[src/rtl/pipelined_carry_adder_if.sv]
`default_nettype none
// ============================================================================
// Module   : pipelined_carry_adder_if
// Purpose  : Operand/result bundle for pipelined_carry_adder.
//            Input side : in_valid/in_ready handshake carrying a, b, cin.
//            Output side: out_valid/out_ready handshake carrying sum, carry,
//                         overflow.
// Modports : master - operand source / result consumer
//            slave  - the adder
// Revision : 1.0 - initial release
// ============================================================================
interface pipelined_carry_adder_if #(
   parameter int WIDTH = 32
);
   logic             in_valid;
   logic             in_ready;
   logic [WIDTH-1:0] a;
   logic [WIDTH-1:0] b;
   logic             cin;
   logic             out_valid;
   logic             out_ready;
   logic [WIDTH-1:0] sum;
   logic             carry;
   logic             overflow;

   modport master (
      output in_valid, a, b, cin, out_ready,
      input  in_ready, out_valid, sum, carry, overflow
   );

   modport slave (
      input  in_valid, a, b, cin, out_ready,
      output in_ready, out_valid, sum, carry, overflow
   );
endinterface
`default_nettype wire

[src/rtl/pipelined_carry_adder.sv]
`default_nettype none
// ============================================================================
// Module   : pipelined_carry_adder
// Purpose  : WIDTH-bit adder with carry-in, carry-out and two's-complement
//            overflow, split into CHUNK-bit slices with one pipeline stage per
//            slice and the inter-slice carry registered between stages.
// Ports    : clk - rising-edge clock
//            rst - synchronous active-high reset
//            bus - pipelined_carry_adder_if.slave
//                  in_valid/in_ready/a/b/cin  : operand handshake
//                  out_valid/out_ready/sum/carry/overflow : result handshake
// Revision : 1.0 - initial release
// ============================================================================
module pipelined_carry_adder #(
   parameter int WIDTH = 32,
   parameter int CHUNK = 8
) (
   input  logic                   clk,
   input  logic                   rst,
   pipelined_carry_adder_if.slave bus
);
   localparam int STAGES = WIDTH / CHUNK;

   generate
      if (WIDTH % CHUNK != 0) begin : g_bad_width
         $fatal(1, "pipelined_carry_adder: WIDTH must be a multiple of CHUNK");
      end
      if (STAGES < 1 || STAGES > 16) begin : g_bad_stages
         $fatal(1, "pipelined_carry_adder: WIDTH/CHUNK must be in 1..16");
      end
   endgenerate

   // Stage registers. Stage k holds the full operands (upper slices ride
   // along), the sum with slices 0..k complete, and the carry out of slice k.
   logic [STAGES-1:0]            r_valid;
   logic [STAGES-1:0][WIDTH-1:0] r_a;
   logic [STAGES-1:0][WIDTH-1:0] r_b;
   logic [STAGES-1:0][WIDTH-1:0] r_sum;
   logic [STAGES-1:0]            r_c;
   logic                         r_ovf;

   // Per-stage inputs (what arrives from the previous stage) and next values.
   logic [STAGES-1:0][WIDTH-1:0] w_a_in;
   logic [STAGES-1:0][WIDTH-1:0] w_b_in;
   logic [STAGES-1:0][WIDTH-1:0] w_sum_in;
   logic [STAGES-1:0]            w_c_in;
   logic [STAGES-1:0]            w_v_in;
   logic [STAGES-1:0][CHUNK:0]   w_slice;
   logic [STAGES-1:0][WIDTH-1:0] w_sum_nx;
   logic                         w_ovf_nx;
   logic                         w_advance;

   // The whole pipe moves as one; it only stalls when a result is waiting
   // at the output and the consumer is not taking it.
   assign w_advance    = !r_valid[STAGES-1] || bus.out_ready;
   assign bus.in_ready = w_advance;

   always_comb begin
      w_a_in   = '0;
      w_b_in   = '0;
      w_sum_in = '0;
      w_c_in   = '0;
      w_v_in   = '0;
      w_slice  = '0;
      w_sum_nx = '0;
      w_ovf_nx = 1'b0;

      w_a_in[0]   = bus.a;
      w_b_in[0]   = bus.b;
      w_c_in[0]   = bus.cin;
      w_v_in[0]   = bus.in_valid;
      w_sum_in[0] = '0;
      for (int k = 1; k < STAGES; k++) begin
         w_a_in[k]   = r_a[k-1];
         w_b_in[k]   = r_b[k-1];
         w_c_in[k]   = r_c[k-1];
         w_v_in[k]   = r_valid[k-1];
         w_sum_in[k] = r_sum[k-1];
      end

      for (int k = 0; k < STAGES; k++) begin
         w_slice[k] = {1'b0, w_a_in[k][k*CHUNK +: CHUNK]}
                    + {1'b0, w_b_in[k][k*CHUNK +: CHUNK]}
                    + {{CHUNK{1'b0}}, w_c_in[k]};
         w_sum_nx[k] = w_sum_in[k];
         w_sum_nx[k][k*CHUNK +: CHUNK] = w_slice[k][CHUNK-1:0];
      end

      // Carry into the MSB is recovered as a ^ b ^ sum at that bit; overflow
      // is that carry XOR the carry out of the MSB.
      w_ovf_nx = w_a_in[STAGES-1][WIDTH-1] ^ w_b_in[STAGES-1][WIDTH-1]
               ^ w_slice[STAGES-1][CHUNK-1] ^ w_slice[STAGES-1][CHUNK];
   end

   // Data registers load only when a valid item enters a stage, so the output
   // holds its last result while bubbles pass through.
   always_ff @(posedge clk) begin
      if (rst) begin
         r_valid <= '0;
         r_a     <= '0;
         r_b     <= '0;
         r_sum   <= '0;
         r_c     <= '0;
         r_ovf   <= 1'b0;
      end else if (w_advance) begin
         for (int k = 0; k < STAGES; k++) begin
            r_valid[k] <= w_v_in[k];
            if (w_v_in[k]) begin
               r_a[k]   <= w_a_in[k];
               r_b[k]   <= w_b_in[k];
               r_sum[k] <= w_sum_nx[k];
               r_c[k]   <= w_slice[k][CHUNK];
            end
         end
         if (w_v_in[STAGES-1]) begin
            r_ovf <= w_ovf_nx;
         end
      end
   end

   assign bus.out_valid = r_valid[STAGES-1];
   assign bus.sum       = r_sum[STAGES-1];
   assign bus.carry     = r_c[STAGES-1];
   assign bus.overflow  = r_ovf;
endmodule
`default_nettype wire

[src/flat_wrapper.sv]
// flat-port wrapper written by rule: the top's interface ports become plain ports
module pipelined_carry_adder_flat 
#(
   parameter int WIDTH = 32,
   parameter int CHUNK = 8
)
  (clk, rst, bus_in_valid, bus_a, bus_b, bus_cin, bus_out_ready, bus_in_ready, bus_out_valid, bus_sum, bus_carry, bus_overflow);
  pipelined_carry_adder_if #(.WIDTH(WIDTH)) bus_i ();
  input  logic clk;
  input  logic rst;
  input wire logic [$bits(bus_i.in_valid)-1:0] bus_in_valid;
  input wire logic [$bits(bus_i.a)-1:0] bus_a;
  input wire logic [$bits(bus_i.b)-1:0] bus_b;
  input wire logic [$bits(bus_i.cin)-1:0] bus_cin;
  input wire logic [$bits(bus_i.out_ready)-1:0] bus_out_ready;
  output wire logic [$bits(bus_i.in_ready)-1:0] bus_in_ready;
  output wire logic [$bits(bus_i.out_valid)-1:0] bus_out_valid;
  output wire logic [$bits(bus_i.sum)-1:0] bus_sum;
  output wire logic [$bits(bus_i.carry)-1:0] bus_carry;
  output wire logic [$bits(bus_i.overflow)-1:0] bus_overflow;
  assign bus_i.in_valid = bus_in_valid;
  assign bus_i.a = bus_a;
  assign bus_i.b = bus_b;
  assign bus_i.cin = bus_cin;
  assign bus_i.out_ready = bus_out_ready;
  assign bus_in_ready = bus_i.in_ready;
  assign bus_out_valid = bus_i.out_valid;
  assign bus_sum = bus_i.sum;
  assign bus_carry = bus_i.carry;
  assign bus_overflow = bus_i.overflow;
  pipelined_carry_adder #(.WIDTH(WIDTH), .CHUNK(CHUNK)) u_core (.clk(clk), .rst(rst), .bus(bus_i));
endmodule
[config.mk]
export PLATFORM = sky130hd
export DESIGN_NAME = pipelined_carry_adder_flat
export DESIGN_NICKNAME = d
export VERILOG_FILES = /design/src/rtl/pipelined_carry_adder_if.sv /design/src/rtl/pipelined_carry_adder.sv /design/src/flat_wrapper.sv
export SDC_FILE = /design/constraint.sdc
export NUM_CORES = 1
export LEC_CHECK = 0
export ABC_AREA = 1
export CAP_MARGIN = 5
export CORE_ASPECT_RATIO = 2
export CORE_MARGIN = 4
export CORE_UTILIZATION = 55
export CTS_CLUSTER_SIZE = 24
export DETAILED_ROUTE_END_ITERATION = 8
export DONT_BUFFER_PORTS = 1
export PLACE_DENSITY = 0.7
export REMOVE_ABC_BUFFERS = 1
export SLEW_MARGIN = 40
export SYNTH_ARGS = -nofsm -noshare
export SYNTH_HDL_FRONTEND = slang
export SYNTH_SLANG_ARGS = --single-unit
[constraint.sdc]
create_clock -name clk -period 2.2 [get_ports clk]
set_input_delay 0.55 -clock clk [delete_from_list [all_inputs] [get_ports clk]]
set_output_delay 0.55 -clock clk [all_outputs]
set_load 0.01 [all_outputs]
=== After elaboration in Yosys (flattened, before gate mapping) ===
Index checks and enable logic that the tools add are counted.

* Register bits: 281
* Input bits: 69
* Output and inout port bits: 36
* Logic and storage cells: 33

* $add $sub $neg: 8
* Bitwise gates (word level): 3
* Reductions and logical operators: 6

{| class="wikitable"
|+ Operators by type and width
! cell !! number
|-
| 8-bit by 8-bit adder with 9-bit output || 4
|-
| 9-bit by 1-bit adder with 9-bit output || 4
|-
| 2-bit AND reduction || 4
|-
| 1-bit bitwise XOR || 3
|-
| 1-bit logical NOT || 1
|-
| 1-bit logical OR || 1
|}

=== Logic depth before layout (Yosys ltp) ===
* Depth in word-level cells: 4
* Gate-level depth with buffers: 11

=== Least setup slack after synthesis ===
OpenSTA, ideal clock, no wires.

* Path kind: in2reg
* From: input bus_cin
* To: register u_core.r_sum[6] (netlist bit)
* Arrival time: 1.855 ns
* Slack: 0.236 ns
* Stages: 10
* Path buffers: 0
* Cell sequence: fa_1 > fa_1 > nand3_1 > nand2_1 > nand2_1 > nand2_1 > nand2_1 > nand3_1 > nand2_1 > inv_1

* Word-level cells in the longest chain between the ends: 1

{| class="wikitable"
|+ RTL lines
! element !! line !! source
|-
| from (decl) || flat_wrapper.sv:14 || <nowiki>input wire logic [$bits(bus_i.cin)-1:0] bus_cin;</nowiki>
|-
| 9-bit by 1-bit adder with 9-bit output || pipelined_carry_adder.sv:84 || <nowiki>+ {{CHUNK{1'b0}}, w_c_in[k]};</nowiki>
|-
| to (signal, indexed assignment) || pipelined_carry_adder.sv:111 || <nowiki>r_sum[k] <= w_sum_nx[k];</nowiki>
|-
| to (decl) || pipelined_carry_adder.sv:38 || <nowiki>logic [STAGES-1:0][WIDTH-1:0] r_sum;</nowiki>
|}

No other way between the ends.
A chain may end at the register's enable or synchronous reset.

=== Worst setup path after layout ===
* From: register u_core.r_c[1]
* To: register u_core.r_sum[86] (netlist bit)

* Word-level cells in the longest chain between the ends: 1

{| class="wikitable"
|+ RTL lines
! element !! line !! source
|-
| from (decl) || pipelined_carry_adder.sv:39 || <nowiki>logic [STAGES-1:0] r_c;</nowiki>
|-
| from (signal, indexed assignment) || pipelined_carry_adder.sv:112 || <nowiki>r_c[k] <= w_slice[k][CHUNK];</nowiki>
|-
| 9-bit by 1-bit adder with 9-bit output || pipelined_carry_adder.sv:84 ||
|}

No other way between the ends.

==> results.txt <==
Status -> complete, no violations
Main combinational cell family by area after synthesis -> simple AND/OR/NAND/NOR gates
Cell count after placement -> 1200
Max VDD drop -> 514 µV
CTS-repair resized insts -> 0
Slew @ Worst Pin -> 0.638 ns
Pin count of the biggest net entering global routing -> 53
CTS clk-pin slew, worst paths -> 0.07 ns
GPL Wtd Cong -> 0.854
Mean routed wirelength per cell -> 13.1 µm
Clk sinks -> 185
Mux contribution to synthesized area -> 0%
DR vias -> 6254
Mapped cell area -> 0.00817 mm²
Most frequent cell after synthesis -> nor2_1
Final Cycle Share -> 91.3%
P&R area growth vs syn -> 4.08%
Setup TNS -> 0 ns
Worst-Skew Late Latency -> 0.42 ns
Post-synthesis sequential area ratio -> 45.4%
WS Path Type -> reg -> reg
Pwr Total -> 0.00725 W
Adder-Cell Fraction of Synth Area -> 6.25%
Async S/R FF share, synth -> 0%
CP Launch Type -> register
Synthesis warning total -> 0
Worst hold path type -> in -> reg
Post-synth cell types -> 33
Ant. Diodes -> 0
Compound-Gate Fraction of Synth Area -> 13.0%
Vias in the first global route -> 5999
Worst slew margin -> 57.4%
Synth area leader -> dfxtp_1
CTS buffer count -> 17
Post-synth EDFFs -> 0
Synth top area share -> 45.4%
XOR/XNOR share of the synthesized area -> 1.18%
Final setup viols -> 0
Main synth FF type -> dfxtp_1
Worst Path Required -> 2.52 ns
MaxCap Viol Count -> 0
Tmin final -> 2.01 ns
Layout Skew -> 0.00867 ns
Number of synthesized register bits -> 185
Leakage power -> 3.89 nW
Final #Nets -> 1132
Layout cells sized above 1 -> 5.00%
Residual DRC -> 0
Vias/cell -> 5.08
CTS tree -> built
Max clock buf depth -> 2
Core area -> 0.0144 mm²
Io pins -> 105
Post-CTS Setup Bufs -> 0
First-pass DRT Iterations -> 4
Peak Freq -> 498 MHz
Critical path arrival -> 2.33 ns
HPWL Detailed -> 11.1 mm
Hold Fails Final Rpt -> 0
Initial core utilization -> 56.6%
RSZ-0062 raised after global routing -> no
Worst Setup End Kind -> register
First-pass GRT wire length -> 27.6 mm
Routed WL -> 16.2 mm
Die W -> 94.2 µm
Total track usage -> 20.3%
Die Span Y -> 180 µm
Commonest cells post-synth -> 330 x nor2_1, 185 x dfxtp_1, 123 x o21ai_0, 97 x nand2_1, 72 x inv_1
Worst-path maximum fanout -> 3
Hold-fix buffers, CTS -> 0
Max-slew violations -> 0
Area of the die -> 0.0170 mm²
Detail Route Antenna Nets -> 0
Grt ovf -> 0
Worst hold margin -> 0.189 ns
Root Driver -> clkbuf_16
Synth Instances -> 1085
Post-Synth Simple-Gate Area -> 23.5%
Number of port buffers -> 0
Initial antenna violation count -> 0
P per Cell Area -> 853 mW/mm²
Num rows -> 62
Final Non-Filler Cells -> 1231
Largest cells by area after synthesis -> dfxtp_1 45%, nor2_1 15%, o21ai_0 7.5%
Mean Syn Cell Area -> 7.53 µm²
H-Tree Depth -> 4
1st-iter DRT viols -> 171
## metal layers
layer / track usage (%) / part of all wire [%]
met3: 3.80 / 3.8
met1: 20.9 / 38
met2: 37.9 / 56
met4: 9.55 / 3.0
met5: 0 / 0
## cell type report
type / count / area (µm²)
Clock buffer: 19 / 443
Multi-Input combinational cell: 735 / 3590
Fill cell: 1467 / 5930
Clock inverter: 12 / 108
Sequential cell: 185 / 3700
Inverter: 78 / 304
Timing Repair Buffer: 10 / 113
Tap cell: 192 / 240
## path summary, 6_finish.rpt
kind                            slack [ns]                end             from  depth (start not counted)
worst max-delay path                  0.19   u_core.r_sum[86]    u_core.r_c[1]                          9
worst max register to register        0.19   u_core.r_sum[86]    u_core.r_c[1]                          9
worst min register to register        0.45   u_core.r_sum[39]  u_core.r_sum[7]                          2
worst min-delay path                  0.19  u_core.r_valid[3]              rst                          1
## critical path: stages, from the launching register on
cell     delay [ns]
dfxtp_1        0.40
fa_1           0.21
inv_1          0.05
fa_1           0.41
o21ai_0        0.41
nand2_1        0.13
nand3_1        0.09
nand3_1        0.08
nand2_1        0.09
inv_1          0.03
## power by group
part	internal, W	switching, W
Clock	0.00151	0.00133
Combinational	0.000280	0.000454
Sequential	0.00356	0.000119
## cells by family (layout without fill, tap and decap cells)
| logic type | after synthesis | after routing |
|---|---|---|
| compound gates | 209 | 209 |
| fa+ha+maj | 36 | 36 |
| xor+xnor | 11 | 11 |
| simple gates | 479 | 479 |
| flops | 185 | 185 |
| buf+inv | 165 | 119 |
## cell usage in the layout (no fill, tap or decap)
cell,netlist,routed
nand2_4,2,2
nand2_8,1,1
clkinv_2,1,1
o21a_1,1,1
xor2_1,9,9
and2_1,1,1
nand4_1,6,6
inv_1,72,72
inv_4,2,4
dfxtp_1,185,185
nand3_1,35,35
a21o_1,2,2
o211ai_1,2,2
a21oi_1,40,40
xnor2_1,2,2
ha_1,28,28
nand3b_1,3,3
nor2_4,2,2
clkinvlp_4,0,4
o21ai_1,41,41
inv_6,0,5
nand2_1,97,97
nor2_2,1,1
clkbuf_8,0,1
fa_1,8,8
buf_4,33,7
nor2_1,330,330
clkbuf_1,14,1
buf_12,0,3
inv_8,0,3
inv_2,3,1
o21ai_0,123,123
clkbuf_16,0,17
or2_1,1,1
## sequential cells by signal, summed over array words and instances (netlist names)
name                 count
u_core.r_c               4
u_core.r_valid           4
u_core.r_a              48
u_core.bus.sum          32
u_core.bus.overflow      1
u_core.r_sum            48
u_core.r_b              48
## through the flow
| step | util [%] | instance area (µm²) | worst slack [ns] |
|---|---|---|---|
| global route | 58.9 | 8500 | 0.0205 |
| floorplan | - | 7590 | 0.218 |
| finish | 58.9 | 8500 | 0.190 |
| CTS | 58.9 | 8500 | 0.176 |
| global placement | 55.1 | 7940 | 0.115 |
| detailed placement | 55.1 | 7950 | 0.122 |
(Power assumes the default switching activity.)
